==> config.mk <==
export PLATFORM = sky130hd
export DESIGN_NAME = fol_filter_ctrl_flat
export DESIGN_NICKNAME = d
export VERILOG_FILES = /design/src/rtl/fol_ctrl_pkg.sv /design/src/rtl/fol_filter_ctrl_if.sv /design/src/rtl/fol_settle_mon.sv /design/src/rtl/fol_filter_ctrl.sv /design/src/flat_wrapper.sv
export SDC_FILE = /design/constraint.sdc
export NUM_CORES = 1
export LEC_CHECK = 0
export ABC_AREA = 1
export CORE_UTILIZATION = 30
export CTS_BUF_LIST = sky130_fd_sc_hd__clkbuf_16
export DETAILED_ROUTE_END_ITERATION = 7
export PLACE_DENSITY_LB_ADDON = 0.25
export SETUP_SLACK_MARGIN = 0.2
export SYNTH_ARGS = -nofsm -noshare
export SYNTH_HDL_FRONTEND = slang
export SYNTH_SLANG_ARGS = --single-unit
==> constraint.sdc <==
create_clock -name i_clkp -period 5.4 [get_ports i_clkp]
set_clock_uncertainty 0.15 [all_clocks]
set_input_delay 0.54 -clock i_clkp [delete_from_list [all_inputs] [get_ports i_clkp]]
set_output_delay 0.54 -clock i_clkp [all_outputs]
set_load 0.01 [all_outputs]
==> src/rtl/fol_ctrl_pkg.sv <==
// Shared types and constants for the first-order low-pass filter sequencing controller.
package fol_ctrl_pkg;

  localparam int unsigned COEF_W = 16;
  localparam int unsigned OUT_W  = 32;
  localparam logic [COEF_W-1:0] A0_ONE = 16'h8000;

  typedef enum logic [1:0] {
    StIdle  = 2'd0,
    StPrime = 2'd1,
    StRun   = 2'd2,
    StRamp  = 2'd3
  } fol_state_e;

  // Move cur toward tgt by at most max_step without overshooting.
  function automatic logic [COEF_W-1:0] ramp_step(input logic [COEF_W-1:0] cur,
                                                  input logic [COEF_W-1:0] tgt,
                                                  input logic signed [COEF_W:0] max_step);
    logic signed [COEF_W:0] diff;
    diff = $signed({1'b0, tgt}) - $signed({1'b0, cur});
    if (diff > max_step) begin
      return cur + max_step[COEF_W-1:0];
    end else if (diff < -max_step) begin
      return cur - max_step[COEF_W-1:0];
    end
    return tgt;
  endfunction

endpackage

==> src/rtl/fol_filter_ctrl_if.sv <==
// Bus bundle between the filter controller and its sample source, config bus and filter core.
interface fol_filter_ctrl_if;
  import fol_ctrl_pkg::*;

  logic                     i_enable;
  logic                     i_cfg_valid;
  logic                     o_cfg_ready;
  logic [COEF_W-1:0]        i_cfg_a0;
  logic                     o_cfg_err;
  logic                     i_sample_valid;
  logic signed [COEF_W-1:0] i_sample;
  logic [COEF_W-1:0]        o_core_a0;
  logic signed [COEF_W-1:0] o_core_x;
  logic signed [OUT_W-1:0]  i_core_y;
  logic                     o_y_valid;
  logic signed [OUT_W-1:0]  o_y;
  logic                     o_busy;
  logic                     o_settled;
  logic [1:0]               o_state;

  modport master (
    input  i_enable, i_cfg_valid, i_cfg_a0, i_sample_valid, i_sample, i_core_y,
    output o_cfg_ready, o_cfg_err, o_core_a0, o_core_x, o_y_valid, o_y, o_busy, o_settled,
           o_state
  );

  modport slave (
    output i_enable, i_cfg_valid, i_cfg_a0, i_sample_valid, i_sample, i_core_y,
    input  o_cfg_ready, o_cfg_err, o_core_a0, o_core_x, o_y_valid, o_y, o_busy, o_settled,
           o_state
  );

endinterface

==> src/rtl/fol_settle_mon.sv <==
// Settle monitor: counts consecutive valid outputs whose step from the previous one is small.
module fol_settle_mon
  import fol_ctrl_pkg::*;
#(
  parameter int unsigned SETTLE_TOL = 16,
  parameter int unsigned SETTLE_CNT = 64
) (
  input  logic                    i_clkp,
  input  logic                    i_rstn,
  input  logic                    i_clr,
  input  logic                    i_valid,
  input  logic signed [OUT_W-1:0] i_y,
  output logic                    o_settled
);

  localparam int unsigned CntW = $clog2(SETTLE_CNT + 1);

  logic signed [OUT_W-1:0] prev_q, prev_d;
  logic                    have_prev_q, have_prev_d;
  logic [CntW-1:0]         cnt_q, cnt_d;
  logic [OUT_W:0]          diff, abs_diff;
  logic                    quiet;

  // Sign-extended 33-bit difference cannot wrap for any pair of 32-bit inputs.
  always_comb begin
    diff     = {i_y[OUT_W-1], i_y} - {prev_q[OUT_W-1], prev_q};
    abs_diff = diff[OUT_W] ? (~diff + 33'd1) : diff;
    quiet    = abs_diff <= 33'(SETTLE_TOL);
  end

  always_comb begin
    prev_d      = prev_q;
    have_prev_d = have_prev_q;
    cnt_d       = cnt_q;
    if (i_clr) begin
      have_prev_d = 1'b0;
      cnt_d       = '0;
    end else if (i_valid) begin
      prev_d      = i_y;
      have_prev_d = 1'b1;
      if (have_prev_q) begin
        if (!quiet) begin
          cnt_d = '0;
        end else if (cnt_q < CntW'(SETTLE_CNT)) begin
          cnt_d = cnt_q + 1'b1;
        end
      end
    end
  end

  always_ff @(posedge i_clkp or negedge i_rstn) begin
    if (!i_rstn) begin
      prev_q      <= '0;
      have_prev_q <= 1'b0;
      cnt_q       <= '0;
    end else begin
      prev_q      <= prev_d;
      have_prev_q <= have_prev_d;
      cnt_q       <= cnt_d;
    end
  end

  assign o_settled = cnt_q >= CntW'(SETTLE_CNT);

endmodule

==> src/rtl/fol_filter_ctrl.sv <==
// Sequencing controller for the first-order low-pass core: priming, coefficient ramping,
// output valid tagging and settle reporting.
module fol_filter_ctrl
  import fol_ctrl_pkg::*;
#(
  parameter int unsigned LAT        = 4,
  parameter int unsigned RAMP_STEP  = 256,
  parameter int unsigned RAMP_DIV   = 8,
  parameter int unsigned PRIME_CYC  = 8,
  parameter int unsigned SETTLE_TOL = 16,
  parameter int unsigned SETTLE_CNT = 64
) (
  input  logic              i_clkp,
  input  logic              i_rstn,
  fol_filter_ctrl_if.master bus
);

  localparam int unsigned DivW   = $clog2(RAMP_DIV + 1);
  localparam int unsigned PrimeW = $clog2(PRIME_CYC + 1);

  fol_state_e               state_q, state_d;
  logic [COEF_W-1:0]        target_q, target_d;
  logic [COEF_W-1:0]        cur_q, cur_d;
  logic [COEF_W-1:0]        core_a0_q, core_a0_d;
  logic signed [COEF_W-1:0] core_x_q, core_x_d;
  logic                     cfg_ready_q, cfg_ready_d;
  logic                     cfg_err_q, cfg_err_d;
  logic [DivW-1:0]          div_cnt_q, div_cnt_d;
  logic [PrimeW-1:0]        prime_cnt_q, prime_cnt_d;
  logic                     strobe_q, strobe_d;
  logic [LAT-1:0]           vpipe_q, vpipe_d;
  logic                     y_valid_q, y_valid_d;
  logic signed [OUT_W-1:0]  y_q;

  logic              accept, legal, ramp_tick, settle_clr;
  logic [COEF_W-1:0] cur_step;

  assign accept    = bus.i_cfg_valid & cfg_ready_q;
  assign legal     = bus.i_cfg_a0 <= A0_ONE;
  assign ramp_tick = div_cnt_q == DivW'(RAMP_DIV - 1);
  assign cur_step  = ramp_step(cur_q, target_q, (COEF_W + 1)'(RAMP_STEP));

  always_ff @(posedge i_clkp or negedge i_rstn) begin
    if (!i_rstn) begin
      state_q <= StIdle;
    end else begin
      state_q <= state_d;
    end
  end

  always_comb begin
    state_d = state_q;
    if (!bus.i_enable) begin
      state_d = StIdle;
    end else begin
      unique case (state_q)
        StIdle:  if (bus.i_sample_valid) state_d = StPrime;
        StPrime: if (prime_cnt_q == PrimeW'(PRIME_CYC - 1)) state_d = StRun;
        StRun:   if (accept && legal && (bus.i_cfg_a0 != cur_q)) state_d = StRamp;
        StRamp:  if (ramp_tick && (cur_step == target_q)) state_d = StRun;
        default: state_d = StIdle;
      endcase
    end
  end

  always_comb begin
    target_d    = target_q;
    cur_d       = cur_q;
    cfg_err_d   = cfg_err_q;
    div_cnt_d   = '0;
    prime_cnt_d = '0;

    // Illegal requests still complete the handshake; only the error flag records them.
    if (accept) begin
      cfg_err_d = !legal;
      if (legal) target_d = bus.i_cfg_a0;
    end

    if ((state_q == StPrime) && (state_d == StRun)) begin
      cur_d = target_q;
    end else if ((state_q == StRamp) && (state_d != StIdle) && ramp_tick) begin
      cur_d = cur_step;
    end

    if ((state_d == StRamp) && (state_q == StRamp) && !ramp_tick) begin
      div_cnt_d = div_cnt_q + 1'b1;
    end
    if ((state_d == StPrime) && (state_q == StPrime)) begin
      prime_cnt_d = prime_cnt_q + 1'b1;
    end

    unique case (state_d)
      StIdle:  core_a0_d = '0;
      StPrime: core_a0_d = A0_ONE;
      default: core_a0_d = cur_d;
    endcase

    if (state_d == StIdle) begin
      core_x_d = '0;
    end else if (bus.i_sample_valid) begin
      core_x_d = bus.i_sample;
    end else begin
      core_x_d = core_x_q;
    end

    cfg_ready_d = (state_d == StIdle) || (state_d == StRun);
    // Only strobes taken while running are tagged; priming samples stay untagged.
    strobe_d    = bus.i_sample_valid && bus.i_enable &&
                  ((state_q == StRun) || (state_q == StRamp));
    vpipe_d     = (state_d == StIdle) ? '0 : LAT'({vpipe_q, strobe_q});
    y_valid_d   = (state_d != StIdle) && vpipe_q[LAT-1];
    settle_clr  = !bus.i_enable ||
                  ((state_d != state_q) && ((state_d == StRamp) || (state_d == StPrime)));
  end

  always_ff @(posedge i_clkp or negedge i_rstn) begin
    if (!i_rstn) begin
      target_q    <= '0;
      cur_q       <= '0;
      core_a0_q   <= '0;
      core_x_q    <= '0;
      cfg_ready_q <= 1'b0;
      cfg_err_q   <= 1'b0;
      div_cnt_q   <= '0;
      prime_cnt_q <= '0;
      strobe_q    <= 1'b0;
      vpipe_q     <= '0;
      y_valid_q   <= 1'b0;
      y_q         <= '0;
    end else begin
      target_q    <= target_d;
      cur_q       <= cur_d;
      core_a0_q   <= core_a0_d;
      core_x_q    <= core_x_d;
      cfg_ready_q <= cfg_ready_d;
      cfg_err_q   <= cfg_err_d;
      div_cnt_q   <= div_cnt_d;
      prime_cnt_q <= prime_cnt_d;
      strobe_q    <= strobe_d;
      vpipe_q     <= vpipe_d;
      y_valid_q   <= y_valid_d;
      y_q         <= bus.i_core_y;
    end
  end

  fol_settle_mon #(
    .SETTLE_TOL (SETTLE_TOL),
    .SETTLE_CNT (SETTLE_CNT)
  ) u_settle_mon (
    .i_clkp    (i_clkp),
    .i_rstn    (i_rstn),
    .i_clr     (settle_clr),
    .i_valid   (y_valid_q),
    .i_y       (y_q),
    .o_settled (bus.o_settled)
  );

  assign bus.o_cfg_ready = cfg_ready_q;
  assign bus.o_cfg_err   = cfg_err_q;
  assign bus.o_core_a0   = core_a0_q;
  assign bus.o_core_x    = core_x_q;
  assign bus.o_y_valid   = y_valid_q;
  assign bus.o_y         = y_q;
  assign bus.o_busy      = state_q != StRun;
  assign bus.o_state     = state_q;

endmodule

==> src/flat_wrapper.sv <==
// flat-port wrapper written by rule: the top's interface ports become plain ports
module fol_filter_ctrl_flat import fol_ctrl_pkg::*;
#(
  parameter int unsigned LAT        = 4,
  parameter int unsigned RAMP_STEP  = 256,
  parameter int unsigned RAMP_DIV   = 8,
  parameter int unsigned PRIME_CYC  = 8,
  parameter int unsigned SETTLE_TOL = 16,
  parameter int unsigned SETTLE_CNT = 64
)
  (i_clkp, i_rstn, bus_i_enable, bus_i_cfg_valid, bus_i_cfg_a0, bus_i_sample_valid, bus_i_sample, bus_i_core_y, bus_o_cfg_ready, bus_o_cfg_err, bus_o_core_a0, bus_o_core_x, bus_o_y_valid, bus_o_y, bus_o_busy, bus_o_settled, bus_o_state);
  fol_filter_ctrl_if bus_i ();
  input  logic i_clkp;
  input  logic i_rstn;
  input wire logic [$bits(bus_i.i_enable)-1:0] bus_i_enable;
  input wire logic [$bits(bus_i.i_cfg_valid)-1:0] bus_i_cfg_valid;
  input wire logic [$bits(bus_i.i_cfg_a0)-1:0] bus_i_cfg_a0;
  input wire logic [$bits(bus_i.i_sample_valid)-1:0] bus_i_sample_valid;
  input wire logic [$bits(bus_i.i_sample)-1:0] bus_i_sample;
  input wire logic [$bits(bus_i.i_core_y)-1:0] bus_i_core_y;
  output wire logic [$bits(bus_i.o_cfg_ready)-1:0] bus_o_cfg_ready;
  output wire logic [$bits(bus_i.o_cfg_err)-1:0] bus_o_cfg_err;
  output wire logic [$bits(bus_i.o_core_a0)-1:0] bus_o_core_a0;
  output wire logic [$bits(bus_i.o_core_x)-1:0] bus_o_core_x;
  output wire logic [$bits(bus_i.o_y_valid)-1:0] bus_o_y_valid;
  output wire logic [$bits(bus_i.o_y)-1:0] bus_o_y;
  output wire logic [$bits(bus_i.o_busy)-1:0] bus_o_busy;
  output wire logic [$bits(bus_i.o_settled)-1:0] bus_o_settled;
  output wire logic [$bits(bus_i.o_state)-1:0] bus_o_state;
  assign bus_i.i_enable = bus_i_enable;
  assign bus_i.i_cfg_valid = bus_i_cfg_valid;
  assign bus_i.i_cfg_a0 = bus_i_cfg_a0;
  assign bus_i.i_sample_valid = bus_i_sample_valid;
  assign bus_i.i_sample = bus_i_sample;
  assign bus_i.i_core_y = bus_i_core_y;
  assign bus_o_cfg_ready = bus_i.o_cfg_ready;
  assign bus_o_cfg_err = bus_i.o_cfg_err;
  assign bus_o_core_a0 = bus_i.o_core_a0;
  assign bus_o_core_x = bus_i.o_core_x;
  assign bus_o_y_valid = bus_i.o_y_valid;
  assign bus_o_y = bus_i.o_y;
  assign bus_o_busy = bus_i.o_busy;
  assign bus_o_settled = bus_i.o_settled;
  assign bus_o_state = bus_i.o_state;
  fol_filter_ctrl #(.LAT(LAT), .RAMP_STEP(RAMP_STEP), .RAMP_DIV(RAMP_DIV), .PRIME_CYC(PRIME_CYC), .SETTLE_TOL(SETTLE_TOL), .SETTLE_CNT(SETTLE_CNT)) u_core (.i_clkp(i_clkp), .i_rstn(i_rstn), .bus(bus_i));
endmodule
== Word-level counts from Yosys, hierarchy flattened ==
Index checks and enable logic that the tools add are counted.

* Flip-flop bits (word level): 154
* Bits in latches: 0
* Word-level logic and storage cells: 102
* Input bits: 69
* Memories kept: 0
* ROM bits: 0
* Bits in writable memories: 0
* Output and inout bits: 71

* $lt $le $gt $ge: 6
* Multiply operators: 0
* Shifts and indexed selects: 0
* Eq/ne operators: 13
* Div/mod/pow operators: 0
* Reductions and logical operators: 29
* Mux-type cells: 27
* Bitwise logic cells: 3
* Add/subtract/negate cells: 8

{| class="wikitable"
|+ Operator list
! kind !! count
|-
| $mux W16 || 7
|-
| $mux W7 || 5
|-
| $add A33 B1 Y33 const B || 1
|-
| $le A33 B5 Y1 const B || 1
|-
| $mux W33 || 1
|-
| $not A33 Y33 || 1
|-
| $sub A32 B32 Y33 || 1
|-
| $pmux W16 S2 || 1
|-
| $gt A17 B10 Y1 const B || 1
|-
| $lt A17 B9 Y1 const B || 1
|-
| $sub A16 B16 Y17 || 1
|-
| $add A16 B9 Y16 const B || 1
|-
| $eq A16 B16 Y1 || 1
|-
| $le A16 B16 Y1 const B || 1
|-
| $ne A16 B16 Y1 || 1
|-
| $sub A16 B9 Y16 const B || 1
|-
| $logic_and A1 B1 Y1 || 13
|-
| $mux W4 || 3
|-
| $mux W2 || 5
|-
| $add A4 B1 Y4 const B || 2
|-
| $eq A2 B2 Y1 const B || 4
|-
| $eq A4 B3 Y1 const B || 2
|-
| $pmux W2 S4 || 1
|-
| $reduce_bool A2 Y1 || 4
|-
| other kinds (15) || 26
|}

== Logic depth before layout (Yosys ltp) ==
Gate-level depths: netlist of run 1.

* Word-level depth: 16
* Mapped depth: 39
* Gate-level depth less buffers: 38

== Cells and area by module ==
A second synthesis of run 1 with hierarchy kept.

* Cell total of the unflattened synthesis: 1834
* Area, all modules: 11984.0 um2

{| class="wikitable"
|+ By module, submodules not included
! module !! sequential area each (um2) !! cells an instance !! times used !! area each (um2)
|-
| fol_filter_ctrl || 2852.7 || 800 || 1 || 6267.3
|-
| fol_settle_mon || 1001.0 || 1034 || 1 || 5716.7
|}

== Worst setup path after synthesis of run 1 ==
Ideal clock, no wire load.

* Path type: flip-flop to flip-flop
* Start point: register u_core.target_q[0]
* End point: register u_core.u_settle_mon.prev_q[10]
* Cell stages (with the launch flop): 39
* Period minus slack after synthesis: 4266 ps
* Data required time: 5133 ps
* Data arrival time: 3999 ps
* Setup time: 117 ps
* Buffers on the path: 1
* Setup slack: 1134 ps
* Path through: dfrtp_1 inv_1 ha_1 fa_1 inv_1 nand2_1 nand2_1 nand3_2 nand2_1 nand2_1 nand2_1 nand2_1 nand2_1 nand2_1 nor2_2 nand3_2 nand2_4 ha_1 (+3 left out) nor2_1 nor2_1 o21bai_1 xor2_1 inv_1 nand3_1 nand2_1 nor2_1 nand2_1 nor2_1 nand3_1 nand2_1 nand2_1 nand3_2 nand3_4 buf_6 nand2_2 o21ai_2

* Cells in the longest elaborated chain, start to end: 16
* Elaborated cells between the ends (all ways): 20
* Classes of those cells: add/sub: 1; order compare: 2; eq/ne: 4; mux: 7; bitwise: 1; reduce/logical: 5

{| class="wikitable"
|+ RTL lines
! element !! RTL line !! RTL
|-
| start: declaration || fol_filter_ctrl.sv:22 || <nowiki>logic [COEF_W-1:0] target_q, target_d;</nowiki>
|-
| start signal: assignment || fol_filter_ctrl.sv:131 || <nowiki>target_q <= target_d;</nowiki>
|-
| $sub A16 B16 Y17 || fol_ctrl_pkg.sv:20 || <nowiki>diff = $signed({1'b0, tgt}) - $signed({1'b0, cur});</nowiki>
|-
| $lt A17 B9 Y1 || fol_ctrl_pkg.sv:23 || <nowiki>end else if (diff < -max_step) begin</nowiki>
|-
| $mux W1 || fol_ctrl_pkg.sv:23 ||
|-
| $mux W1 || fol_ctrl_pkg.sv:21 || <nowiki>if (diff > max_step) begin</nowiki>
|-
| $mux W16 || fol_ctrl_pkg.sv:26 || <nowiki>return tgt;</nowiki>
|-
| $eq A16 B16 Y1 * || fol_filter_ctrl.sv:60 || <nowiki>StRamp: if (ramp_tick && (cur_step == target_q)) state_d = StRun;</nowiki>
|-
| $logic_and A1 B1 Y1 * || fol_filter_ctrl.sv:60 ||
|-
| $mux W2 * || fol_filter_ctrl.sv:60 ||
|-
| $pmux W2 S4 * || fol_filter_ctrl.sv:56 || <nowiki>unique case (state_q)</nowiki>
|-
| $mux W2 * || fol_filter_ctrl.sv:53 || <nowiki>if (!bus.i_enable) begin</nowiki>
|-
| $eq A2 B2 Y1 or $eq A2 B1 Y1 (tied branches) || fol_filter_ctrl.sv:113 || <nowiki>((state_d != state_q) && ((state_d == StRamp) || (state_d == StPrime)));</nowiki>
|-
| $logic_or A1 B1 Y1 || fol_filter_ctrl.sv:113 ||
|-
| $logic_and A1 B1 Y1 * || fol_filter_ctrl.sv:113 ||
|-
| $logic_or A1 B1 Y1 * || fol_filter_ctrl.sv:112 || <nowiki>settle_clr = !bus.i_enable ||</nowiki>
|-
| $not A1 Y1 (no line) * || -- ||
|-
| $reduce_and A2 Y1 (no line) * || -- ||
|-
| end signal: assignment || fol_settle_mon.sv:57 || <nowiki>prev_q <= prev_d;</nowiki>
|-
| end: declaration || fol_settle_mon.sv:18 || <nowiki>logic signed [OUT_W-1:0] prev_q, prev_d;</nowiki>
|}

Every way passes the cells marked *; elsewhere a longest branch is shown, timed or not.
A chain may end at the register's enable or synchronous reset.

== Final worst setup path of run 1 ==
* Start point: register u_core.cur_q[10]
* End point: register u_core.u_settle_mon.prev_q[4]

* Cells in the longest elaborated chain, start to end: 16
* Elaborated cells between the ends (all ways): 26
* Classes of those cells: add/sub: 3; order compare: 2; eq/ne: 5; mux: 9; bitwise: 1; reduce/logical: 6

{| class="wikitable"
|+ RTL lines
! element !! RTL line !! RTL
|-
| start: declaration || fol_filter_ctrl.sv:23 || <nowiki>logic [COEF_W-1:0] cur_q, cur_d;</nowiki>
|-
| start signal: assignment || fol_filter_ctrl.sv:132 || <nowiki>cur_q <= cur_d;</nowiki>
|-
| $sub A16 B16 Y17 || fol_ctrl_pkg.sv:20 ||
|-
| $lt A17 B9 Y1 || fol_ctrl_pkg.sv:23 ||
|-
| $mux W1 || fol_ctrl_pkg.sv:23 ||
|-
| $mux W1 || fol_ctrl_pkg.sv:21 ||
|-
| $mux W16 || fol_ctrl_pkg.sv:26 ||
|-
| $eq A16 B16 Y1 || fol_filter_ctrl.sv:60 ||
|-
| $logic_and A1 B1 Y1 || fol_filter_ctrl.sv:60 ||
|-
| $mux W2 || fol_filter_ctrl.sv:60 ||
|-
| $pmux W2 S4 * || fol_filter_ctrl.sv:56 ||
|-
| $mux W2 * || fol_filter_ctrl.sv:53 ||
|-
| $eq A2 B2 Y1 or $eq A2 B1 Y1 (tied branches) || fol_filter_ctrl.sv:113 ||
|-
| $logic_or A1 B1 Y1 || fol_filter_ctrl.sv:113 ||
|-
| $logic_and A1 B1 Y1 * || fol_filter_ctrl.sv:113 ||
|-
| $logic_or A1 B1 Y1 * || fol_filter_ctrl.sv:112 ||
|-
| $not A1 Y1 (no line) * || -- ||
|-
| $reduce_and A2 Y1 (no line) * || -- ||
|}

Every way passes the cells marked *; elsewhere a longest branch is shown, timed or not. The select of a mux whose other input is x is not followed.

==> summary.txt, run 1 <==
Worst setup EP type - register
Worst Tran Pin Value - 1.053 ns
Initial Util - 30.67%
Syn nets - 1,988
Maximum operating frequency - 205.9 MHz
Pre-CTS setup slack - 0.4826 ns
ANT cells - 0
Flop pwr share - 29.7%
CP arrival - 5.06 ns
Die height - 204.5 um
CTS tree - yes
Most used cell, CP - nand2_1
Worst-path clk slew - 0.06 ns
NetSw - 0.001847 W
Worst R2R Setup Slack - 0.54 ns
Final hold violation count - 0
Post-synth top flop - dfrtp_1
Post-DP HPWL - 30.18 mm
LEAKAGE - 7.462 nW
Ys Warns - 0
GP Congestion - 0.9139
Crit Path Class - reg2reg
Die extent in x - 204.5 um
Clock Tree Buf Depth - 2
Vias in the first global route - 11,570
Share of layout cells above drive strength 1 - 9.975%
Worst Setup SP - u_core.cur_q[10]
GRT overflow - 0
Clock Power Share - 28.0%
Layout area overhead - 22.36%
Area of the mapped netlist - 12,300 um2
CP max FO - 8
Total CTS buffers - 17
R2r endpoint - u_core.u_settle_mon.prev_q[4]
Final-report setup violation count - 0
Most common cell after layout, fill and taps aside - nand2_1
Cell Int Power - 0.002574 W
Placed inst area - 14,220 um2
Worst vdd rail ir drop - 0.0002476 V
Final setup TNS - 0 ns
Post-Synthesis Mean Instance Area - 6.620 um2
Largest net degree at the start of global routing - 83
Status - complete, no violations
Relative slew slack - 29.81%
Post-route DRC - 0
Most frequent cells in the layout - nand2_1 (552), inv_1 (288), nor2_1 (172), nand3_1 (163), dfrtp_1 (149)
Wire length per cell - 15.29 um
CP max-delay cell - dfrtp_2
Root Driver - clkbuf_16
Die area - 41,810 um2
Distinct cells, synth - 51
# fillers - 4,268
Max-cap viol count - 0
GRT Util Overall - 18.61%
CP required - 5.60 ns
# IOs - 140
Switching share of power - 41.78%
Path depth of the worst reg2reg path - 31
First-pass GRT wire length - 60.92 mm
Slowest stage delay, CP - 0.45 ns
Clock Sinks - 154
Synthesized flop and latch total - 154
EDFF count, synth - 0
Max-slew violations - 0
Fin crit period - 4.856 ns
Core Area - 40,100 um2
DR iter-0 viols - 962
RSZ-0062 raised after global routing - false
Post-synthesis sequential area ratio - 31.33%
Worst skew pair latency - 0.47 ns
Final WL - 38.84 mm
CP startpoint kind - register
Vias per inst - 4.848
Mapped Cells - 1,858
Final period util - 89.93%
FF-to-FF Start - u_core.cur_q[10]
PwrDens - 293.8 nW/um2
Setup slack after layout - 0.5439 ns
Vias - 12,320
CP endpoint - u_core.u_settle_mon.prev_q[4]
Combinational power share - 42.3%
Fin nets - 2,132
Async SR Flop Fraction - 100.0%
Design area - 15,050 um2
Initial antenna violation count - 0
FP Rows - 73
Antenna viol nets, final - 0
IO Port Bufs - 139
DRT Pass-1 Iters - 7
H-tree depth - 4
Min-delay worst type - in2async
power by group through the flow:
stage | logic, W | clock network, W | registers [W]
floorplan | 0.00131 | 0 | 0.00131
global placement | 0.00179 | 0 | 0.00133
detailed placement | 0.00180 | 0 | 0.00133
CTS | 0.00181 | 0.00127 | 0.00131
global route | 0.00210 | 0.00132 | 0.00132
finish | 0.00187 | 0.00124 | 0.00131
synth_stat cells, drive strengths merged, types with 3 or more instances:
master | n | area, um2
xnor2 | 5 | 43.79
nand2 | 601 | 2389
and2 | 16 | 100.1
or2 | 8 | 50.05
fa | 3 | 60.06
xor2 | 25 | 219.0
a21oi | 80 | 407.9
ha | 58 | 725.7
a21o | 4 | 30.03
o22ai | 9 | 56.30
buf | 20 | 172.7
clkbuf | 14 | 52.55
nor3b | 3 | 22.52
nor4 | 9 | 62.56
o2111ai | 3 | 26.28
dfrtp | 154 | 3854
inv | 298 | 1121
nand4 | 46 | 287.8
nand3b | 14 | 105.1
o21bai | 6 | 45.04
clkinv | 3 | 11.26
nand3 | 173 | 923.4
o211ai | 9 | 67.56
nor3 | 15 | 80.08
o21ai | 82 | 530.5
nor2 | 190 | 778.2
metal layers:
layer / wire length, um / global-route usage, % / up-vias
li1: - / - / 6216
met1: 18910 / 26.21 / 5734
met2: 16980 / 28.04 / 324
met3: 2194 / 4.098 / 41
met4: 748 / 5.890 / 0
met5: 0 / 0 / -
worst min-delay path by stage:
stage	slack (ns)	to	start	cells past startpoint
3_5_place_dp	0.22	u_core.bus.o_core_x[5]	i_rstn	1
4_1_cts	0.29	u_core.bus.o_core_a0[15]	i_rstn	2
3_3_place_gp	0.22	u_core.bus.o_core_x[5]	i_rstn	1
5_1_grt	0.30	u_core.bus.o_state[0]	i_rstn	2
6_report	0.30	u_core.bus.o_core_x[5]	i_rstn	2
2_1_floorplan	0.09	u_core.bus.o_cfg_err	i_rstn	0
per-stage QoR:
step	util (%)	power [W]	instances	hold WS, ns
after global routing	37.53	0.004746	2540	0.3040
after detailed placement	35.47	0.003126	2498	0.2173
after floorplan	-	0.002626	1858	0.09441
final	37.53	0.004421	2540	0.3026
after global placement	35.47	0.003119	2498	0.2174
after CTS	36.96	0.004390	2531	0.2867
cell families (layout without fill, tap and decap cells):
kind of cell / count (synthesis) / after routing / synth area share (%)
flops: 154 / 154 / 31.33
simple gates: 1075 / 1075 / 39.01
buf+inv: 335 / 492 / 11.04
compound gates: 203 / 203 / 10.09
fa+ha+maj: 61 / 61 / 6.389
xor+xnor: 30 / 30 / 2.136
critical path, delay by kind of cell, from the launching register on:
kind	cells	cell delay, ns
buffers and inverters	2	0.34
flip-flops	1	0.45
AND/OR/NAND/NOR	21	2.18
XOR/XNOR	1	0.27
adder cells (fa/ha/maj)	2	0.64
AO/OA/AOI/OAI	5	0.68
flip-flops by register name, indices dropped and copies added, names as in the netlist, 4 cells and up:
name                        flops
u_core.cur_q                   16
u_core.bus.o_y                 32
u_core.bus.o_core_x            16
u_core.bus.o_core_a0           16
u_core.target_q                16
u_core.vpipe_q                  4
u_core.prime_cnt_q              4
u_core.u_settle_mon.cnt_q       7
u_core.u_settle_mon.prev_q     32
u_core.div_cnt_q                4
cell type report:
type                    instances  area, um2  share of cell area, %
clock buffers                  17      425.4                  2.827
inverters                     301       1132                  7.524
clock inverters                15      163.9                  1.089
repair buffers                159       1629                  10.82
well taps                     525      656.9                  4.365
flip-flops and latches        154       3860                  25.65
multi-input cells            1369       7182                  47.72
repair_timing:
action                                  CTS  global route
endpoints found under the setup margin    0            43
gates resized for setup                   0            27
hold endpoints to repair                 12             0
hold buffers                              1             0
setup buffers                             0             3
Note: power is estimated with default switching activity, not from simulation.
==> run 2: changes to the inputs <==
--- a/config.mk
+++ b/config.mk
@@ -6,9 +6,11 @@
 export NUM_CORES = 1
 export LEC_CHECK = 0
 export ABC_AREA = 1
+export CAP_MARGIN = 10
 export CORE_UTILIZATION = 30
 export CTS_BUF_LIST = sky130_fd_sc_hd__clkbuf_16
 export DETAILED_ROUTE_END_ITERATION = 7
+export GPL_TIMING_DRIVEN = 0
 export PLACE_DENSITY_LB_ADDON = 0.25
 export SETUP_SLACK_MARGIN = 0.2
 export SYNTH_ARGS = -nofsm -noshare
==> summary.txt, run 2 (synthesis results as in run 1) <==
Final setup TNS - 0 ns (unchanged)
Max-cap viol count - 0 (unchanged)
Share of layout cells above drive strength 1 - 10.72% (+0.74 points)
DRT Pass-1 Iters - 6 (-1)
Most frequent cells in the layout - nand2_1 (550), inv_1 (287), nor2_1 (172), nand3_1 (161), dfrtp_1 (149)
Worst vdd rail ir drop - 0.0002665 V (+7.6%)
Min-delay worst type - in2reg
Worst Tran Pin Value - 0.8399 ns (-0.2129 ns)
Largest net degree at the start of global routing - 88 (+6.0%)
Die extent in x - 204.5 um (unchanged)
Final hold violation count - 0 (unchanged)
CP max FO - 8 (unchanged)
Post-route DRC - 0 (unchanged)
Post-DP HPWL - 31.94 mm (+5.8%)
Worst R2R Setup Slack - 0.57 ns (+0.02 ns)
Worst setup EP type - register
Die area - 41,810 um2 (unchanged)
ANT cells - 0 (unchanged)
Final period util - 89.50% (-0.43 points)
IO Port Bufs - 138 (-0.72%)
GRT Util Overall - 19.76% (+1.1 points)
Worst-path clk slew - 0.07 ns (about the same)
Hold depth - 3
Fin nets - 2,161 (+1.4%)
Vias per inst - 4.824 (-0.50%)
LEAKAGE - 7.533 nW (+0.95%)
Maximum operating frequency - 206.9 MHz (+0.48%)
Status - complete, no violations
FF-to-FF Start - u_core.target_q[0]
H-tree depth - 4 (unchanged)
Met2 Usage GRT - 30.52% (+2.5 points)
Worst Hold End - u_core.bus.o_core_x[3]
CP arrival - 5.03 ns (-0.03 ns)
Clock Sinks - 154 (unchanged)
CP required - 5.60 ns (about the same)
Final WL - 39.54 mm (+1.8%)
Initial Util - 30.67% (unchanged)
Die height - 204.5 um (unchanged)
Busiest grt layer - met2
First-pass GRT wire length - 64.17 mm (+5.3%)
Core Area - 40,100 um2 (unchanged)
Max-slew violations - 0 (unchanged)
Most used cell, CP - nand2_1
Crit Path Class - reg2reg
FP Rows - 73 (unchanged)
# IOs - 140 (unchanged)
DR iter-0 viols - 969 (+0.73%)
HP Start - bus_i_sample_valid
Wire length per cell - 15.40 um (+0.70%)
Total CTS buffers - 17 (unchanged)
Clock Tree Buf Depth - 2 (unchanged)
GP Congestion - 0.9488 (+3.8%)
PwrDens - 297.1 nW/um2 (+1.1%)
Vias - 12,390 (+0.60%)
Antenna viol nets, final - 0 (unchanged)
Met3 Use GR - 4.528% (+0.43 points)
Worst skew pair latency - 0.47 ns (about the same)
RSZ-0062 raised after global routing - false
Design Power - 0.004528 W (+2.4%)
CP max-delay cell - dfrtp_1
Final-report setup violation count - 0 (unchanged)
CP startpoint kind - register
Fin crit period - 4.833 ns (-0.02335 ns)
Relative slew slack - 43.49% (+14 points)
Slowest stage delay, CP - 0.38 ns (-0.07 ns)
Path depth of the worst reg2reg path - 37 (+19%)
GRT overflow - 0 (unchanged)
Root Driver - clkbuf_16
Layout area overhead - 23.94%
Vias in the first global route - 12,110 (+4.6%)
Grt met1 use - 26.71% (+0.49 points)
Initial antenna violation count - 0 (unchanged)
Most common cell after layout, fill and taps aside - nand2_1
CTS tree - yes
R2r endpoint - u_core.u_settle_mon.prev_q[1]
-- run 2: cell count changes in the layout (fill, tap and decap cells not counted), sizes merged --
| cell | previous run | this run |
|---|---|---|
| clkinv | 8 | 11 |
| clkdlybuf4s50 | 138 | 137 |
| inv | 304 | 299 |
| buf | 17 | 36 |
| clkbuf | 20 | 31 |
| bufinv | 2 | 3 |
-- run 2: stage by stage --
stage / area (um2) / hold WS [ns] / utilization [%] / std cells / setup WS (ns)
after floorplan: 12300 / 0.09441 / - / 1858 / 1.134
after global placement: 14340 / 0.3029 / 35.76 / 2521 / -2.993
after detailed placement: 14370 / 0.3054 / 35.84 / 2522 / 0.1583
after CTS: 15020 / 0.2483 / 37.47 / 2557 / 0.2615
after global routing: 15240 / 0.3016 / 38.02 / 2568 / 0.1885
final: 15240 / 0.2811 / 38.02 / 2568 / 0.5672
-- run 2: layout make-up --
type | count | area (um2)
flip-flops and latches | 154 | 3860
fillers | 4230 | 24850
clock inverters | 14 | 157.7
multi-input cells | 1369 | 7229
inverters | 301 | 1135
plain buffers | 34 | 237.7
well taps | 525 | 656.9
clock buffers | 17 | 425.4
repair buffers | 154 | 1541
-- run 2: what timing repair did --
action,CTS,global route
pin swaps,1,14
cloned,0,0
hold endpoints to repair,67,0
gates resized for setup,5,39
hold buffers,1,0
setup endpoints to repair,32,45
buffers inserted,3,11
-- run 2: worst max path at each step --
stage | startpoint | to | slack, ns | depth (start not counted)
floorplan | u_core.target_q[0] | u_core.u_settle_mon.prev_q[10] | 1.13 | 38
detailed placement | u_core.target_q[0] | u_core.u_settle_mon.prev_q[24] | 0.16 | 38
CTS | u_core.target_q[0] | u_core.u_settle_mon.prev_q[24] | 0.26 | 39
global placement | i_rstn | u_core.bus.o_y[5] | -2.99 | 1
finish | u_core.target_q[0] | u_core.u_settle_mon.prev_q[1] | 0.57 | 37
global route | u_core.target_q[0] | u_core.u_settle_mon.prev_q[1] | 0.19 | 37
-- run 2: layer usage --
layer  routed length (um)  part of all wire, %
met1                18840                   48
met2                17250                   44
met3                 2456                  6.2
met4                  991                  2.5
met5                    0                    0
-- run 2: critical path: cells and delay by family, from the launching register on --
family | cells | cell delay [ns]
buf+inv | 6 | 0.77
fa+ha+maj | 3 | 0.94
simple gates | 24 | 1.97
compound gates | 3 | 0.31
xor+xnor | 1 | 0.17
flops | 1 | 0.38
-- run 2: report_power, final --
group	switching [W]	internal [W]	total, W
Clock	0.000501	0.000715	0.00122
Sequential	0.0000867	0.00123	0.00132
Combinational	0.00127	0.000725	0.00200
Total	0.00186	0.00267	0.00453
==> run 3: changes to the inputs <==
--- a/config.mk
+++ b/config.mk
@@ -11,7 +11,7 @@
 export CTS_BUF_LIST = sky130_fd_sc_hd__clkbuf_16
 export DETAILED_ROUTE_END_ITERATION = 7
 export GPL_TIMING_DRIVEN = 0
-export PLACE_DENSITY_LB_ADDON = 0.25
+export PLACE_DENSITY = 0.46
 export SETUP_SLACK_MARGIN = 0.2
 export SYNTH_ARGS = -nofsm -noshare
 export SYNTH_HDL_FRONTEND = slang
==> summary.txt, run 3 (synthesis results as in run 1) <==
Status - complete, no violations
CTS tree - yes
CP startpoint kind - register
Die height - 204.5 um (unchanged)
Vias - 12,380 (-0.10%)
FP Rows - 73 (unchanged)
Placed inst area - 14,370 um2 (unchanged)
CP max FO - 6 (-2)
Worst Tran Pin Value - 0.9039 ns (+0.06397 ns)
GP Congestion - 0.9034 (-4.8%)
Root Driver - clkbuf_16
PwrDens - 295.2 nW/um2 (-0.61%)
First-pass GRT wire length - 64.41 mm (+0.38%)
# IOs - 140 (unchanged)
Max-slew violations - 0 (unchanged)
Core Area - 40,100 um2 (unchanged)
CP required - 5.59 ns (about the same)
Antenna viol nets, final - 0 (unchanged)
Total CTS buffers - 17 (unchanged)
Maximum operating frequency - 200.1 MHz (-3.3%)
Vias per inst - 4.782 (-0.88%)
RSZ-0062 raised after global routing - true
Worst-path clk slew - 0.06 ns (about the same)
Die area - 41,810 um2 (unchanged)
Fin crit period - 4.997 ns (+0.1641 ns)
Post-DP HPWL - 33.08 mm (+3.6%)
Design area - 15,600 um2 (+2.3%)
Relative slew slack - 39.28% (-4.2 points)
Final-report setup violation count - 0 (unchanged)
Initial antenna violation count - 0 (unchanged)
H-tree depth - 4 (unchanged)
Slowest stage delay, CP - 0.44 ns (+0.06 ns)
Final period util - 92.53% (+3.0 points)
Largest net degree at the start of global routing - 96 (+9.1%)
Fin nets - 2,181 (+0.93%)
Min-delay worst type - in2reg
GRT Util Overall - 20.04% (+0.28 points)
Max-cap viol count - 0 (unchanged)
Most common cell after layout, fill and taps aside - nand2_1
Design Power - 0.004605 W (+1.7%)
Worst vdd rail ir drop - 0.0002506 V (-6.0%)
DR iter-0 viols - 757 (-22%)
CP max-delay cell - dfrtp_1
IO Port Bufs - 138 (unchanged)
Most used cell, CP - nand2_1
Clock Tree Buf Depth - 2 (unchanged)
Worst skew pair latency - 0.46 ns (about the same)
DRT Pass-1 Iters - 6 (unchanged)
Vias in the first global route - 11,770 (-2.8%)
Post-route DRC - 0 (unchanged)
ANT cells - 0 (unchanged)
Worst setup EP type - register
Final WL - 41.50 mm (+5.0%)
GRT overflow - 0 (unchanged)
CP arrival - 5.19 ns (+0.16 ns)
Share of layout cells above drive strength 1 - 13.18% (+2.5 points)
Die extent in x - 204.5 um (unchanged)
Layout area overhead - 26.81%
LEAKAGE - 7.664 nW (+1.7%)
Final hold violation count - 0 (unchanged)
Wire length per cell - 16.04 um (+4.1%)
Most frequent cells in the layout - nand2_1 (541), inv_1 (280), nor2_1 (170), nand3_1 (160), dfrtp_1 (146)
Crit Path Class - reg2reg
Clock Sinks - 154 (unchanged)
Initial Util - 30.67% (unchanged)
run 3: cell types whose count changed in the layout (fill, tap and decap cells not counted), moves of 6 or more:
| cell | delta |
|---|---|
| inv_1 | -7 |
| nand2_1 | -9 |
| buf_4 | +15 |
| ha_1 | -8 |
| nand2_4 | +6 |
| inv_2 | +8 |
| ha_4 | +6 |
run 3: where the power goes:
group          internal (W)  switching (W)  total (W)
logic              0.000783        0.00131    0.00209
clock network      0.000679       0.000515    0.00119
registers           0.00123      0.0000910    0.00132
total               0.00269        0.00191    0.00460
run 3: layer usage:
layer  vias to the layer above  global-route usage [%]  wire length, um
li1                       6300                       -                -
met1                      5748                   27.33            19780
met2                       290                   32.09            18790
met3                        38                   3.986             2177
met4                         0                   5.251              749
met5                         -                       0                0
run 3: cell type report:
| cell class | count | area [um2] |
|---|---|---|
| clock buffers | 17 | 425.4 |
| well taps | 525 | 656.9 |
| clock inverters | 14 | 148.9 |
| fillers | 4263 | 24500 |
| plain buffers | 34 | 242.7 |
| multi-input cells | 1369 | 7381 |
| flip-flops and latches | 154 | 3864 |
| inverters | 301 | 1132 |
| repair buffers | 174 | 1745 |
run 3: timing repair:
action | in CTS | in global routing
gates resized for setup | 2 | 90
buffers inserted | 7 | 25
hold endpoints to repair | 59 | 0
cloned | 1 | 1
pin swaps | 2 | 27
hold buffers | 1 | 0
setup endpoints to repair | 32 | 44
run 3: path summary, 6_finish.rpt:
check	startpoint	to	slack, ns	depth (start not counted)
min	bus_i_sample_valid	u_core.bus.o_core_x[4]	0.31	3
min in group asynchronous	i_rstn	u_core.bus.o_core_x[6]	0.44	2
max	u_core.cur_q[0]	u_core.u_settle_mon.prev_q[26]	0.40	38
min reg2reg	u_core.prime_cnt_q[0]	u_core.prime_cnt_q[0]	0.31	1
max in group asynchronous	i_rstn	u_core.bus.o_y[19]	3.81	3
max reg2reg	u_core.cur_q[0]	u_core.u_settle_mon.prev_q[26]	0.40	38
run 3: worst max-delay path: cells and delay by family, from the launching register on:
kind            cells  cell delay [ns]
compound gates      5             0.48
xor+xnor            1             0.28
fa+ha+maj           3             0.80
buf+inv             6             0.67
flops               1             0.44
simple gates       23             2.03
run 3: metrics by stage:
stage / instances / setup slack, ns / hold slack, ns / setup TNS [ns] / util (%)
after floorplan: 1858 / 1.134 / 0.09441 / 0 / -
after global placement: 2521 / -3.313 / 0.3051 / -507.12 / 35.76
after detailed placement: 2522 / 0.1240 / 0.3077 / 0 / 35.84
after CTS: 2562 / 0.2092 / 0.2661 / 0 / 37.56
after global routing: 2588 / 0.07268 / 0.3192 / 0 / 38.90
final: 2588 / 0.4031 / 0.3051 / 0 / 38.90
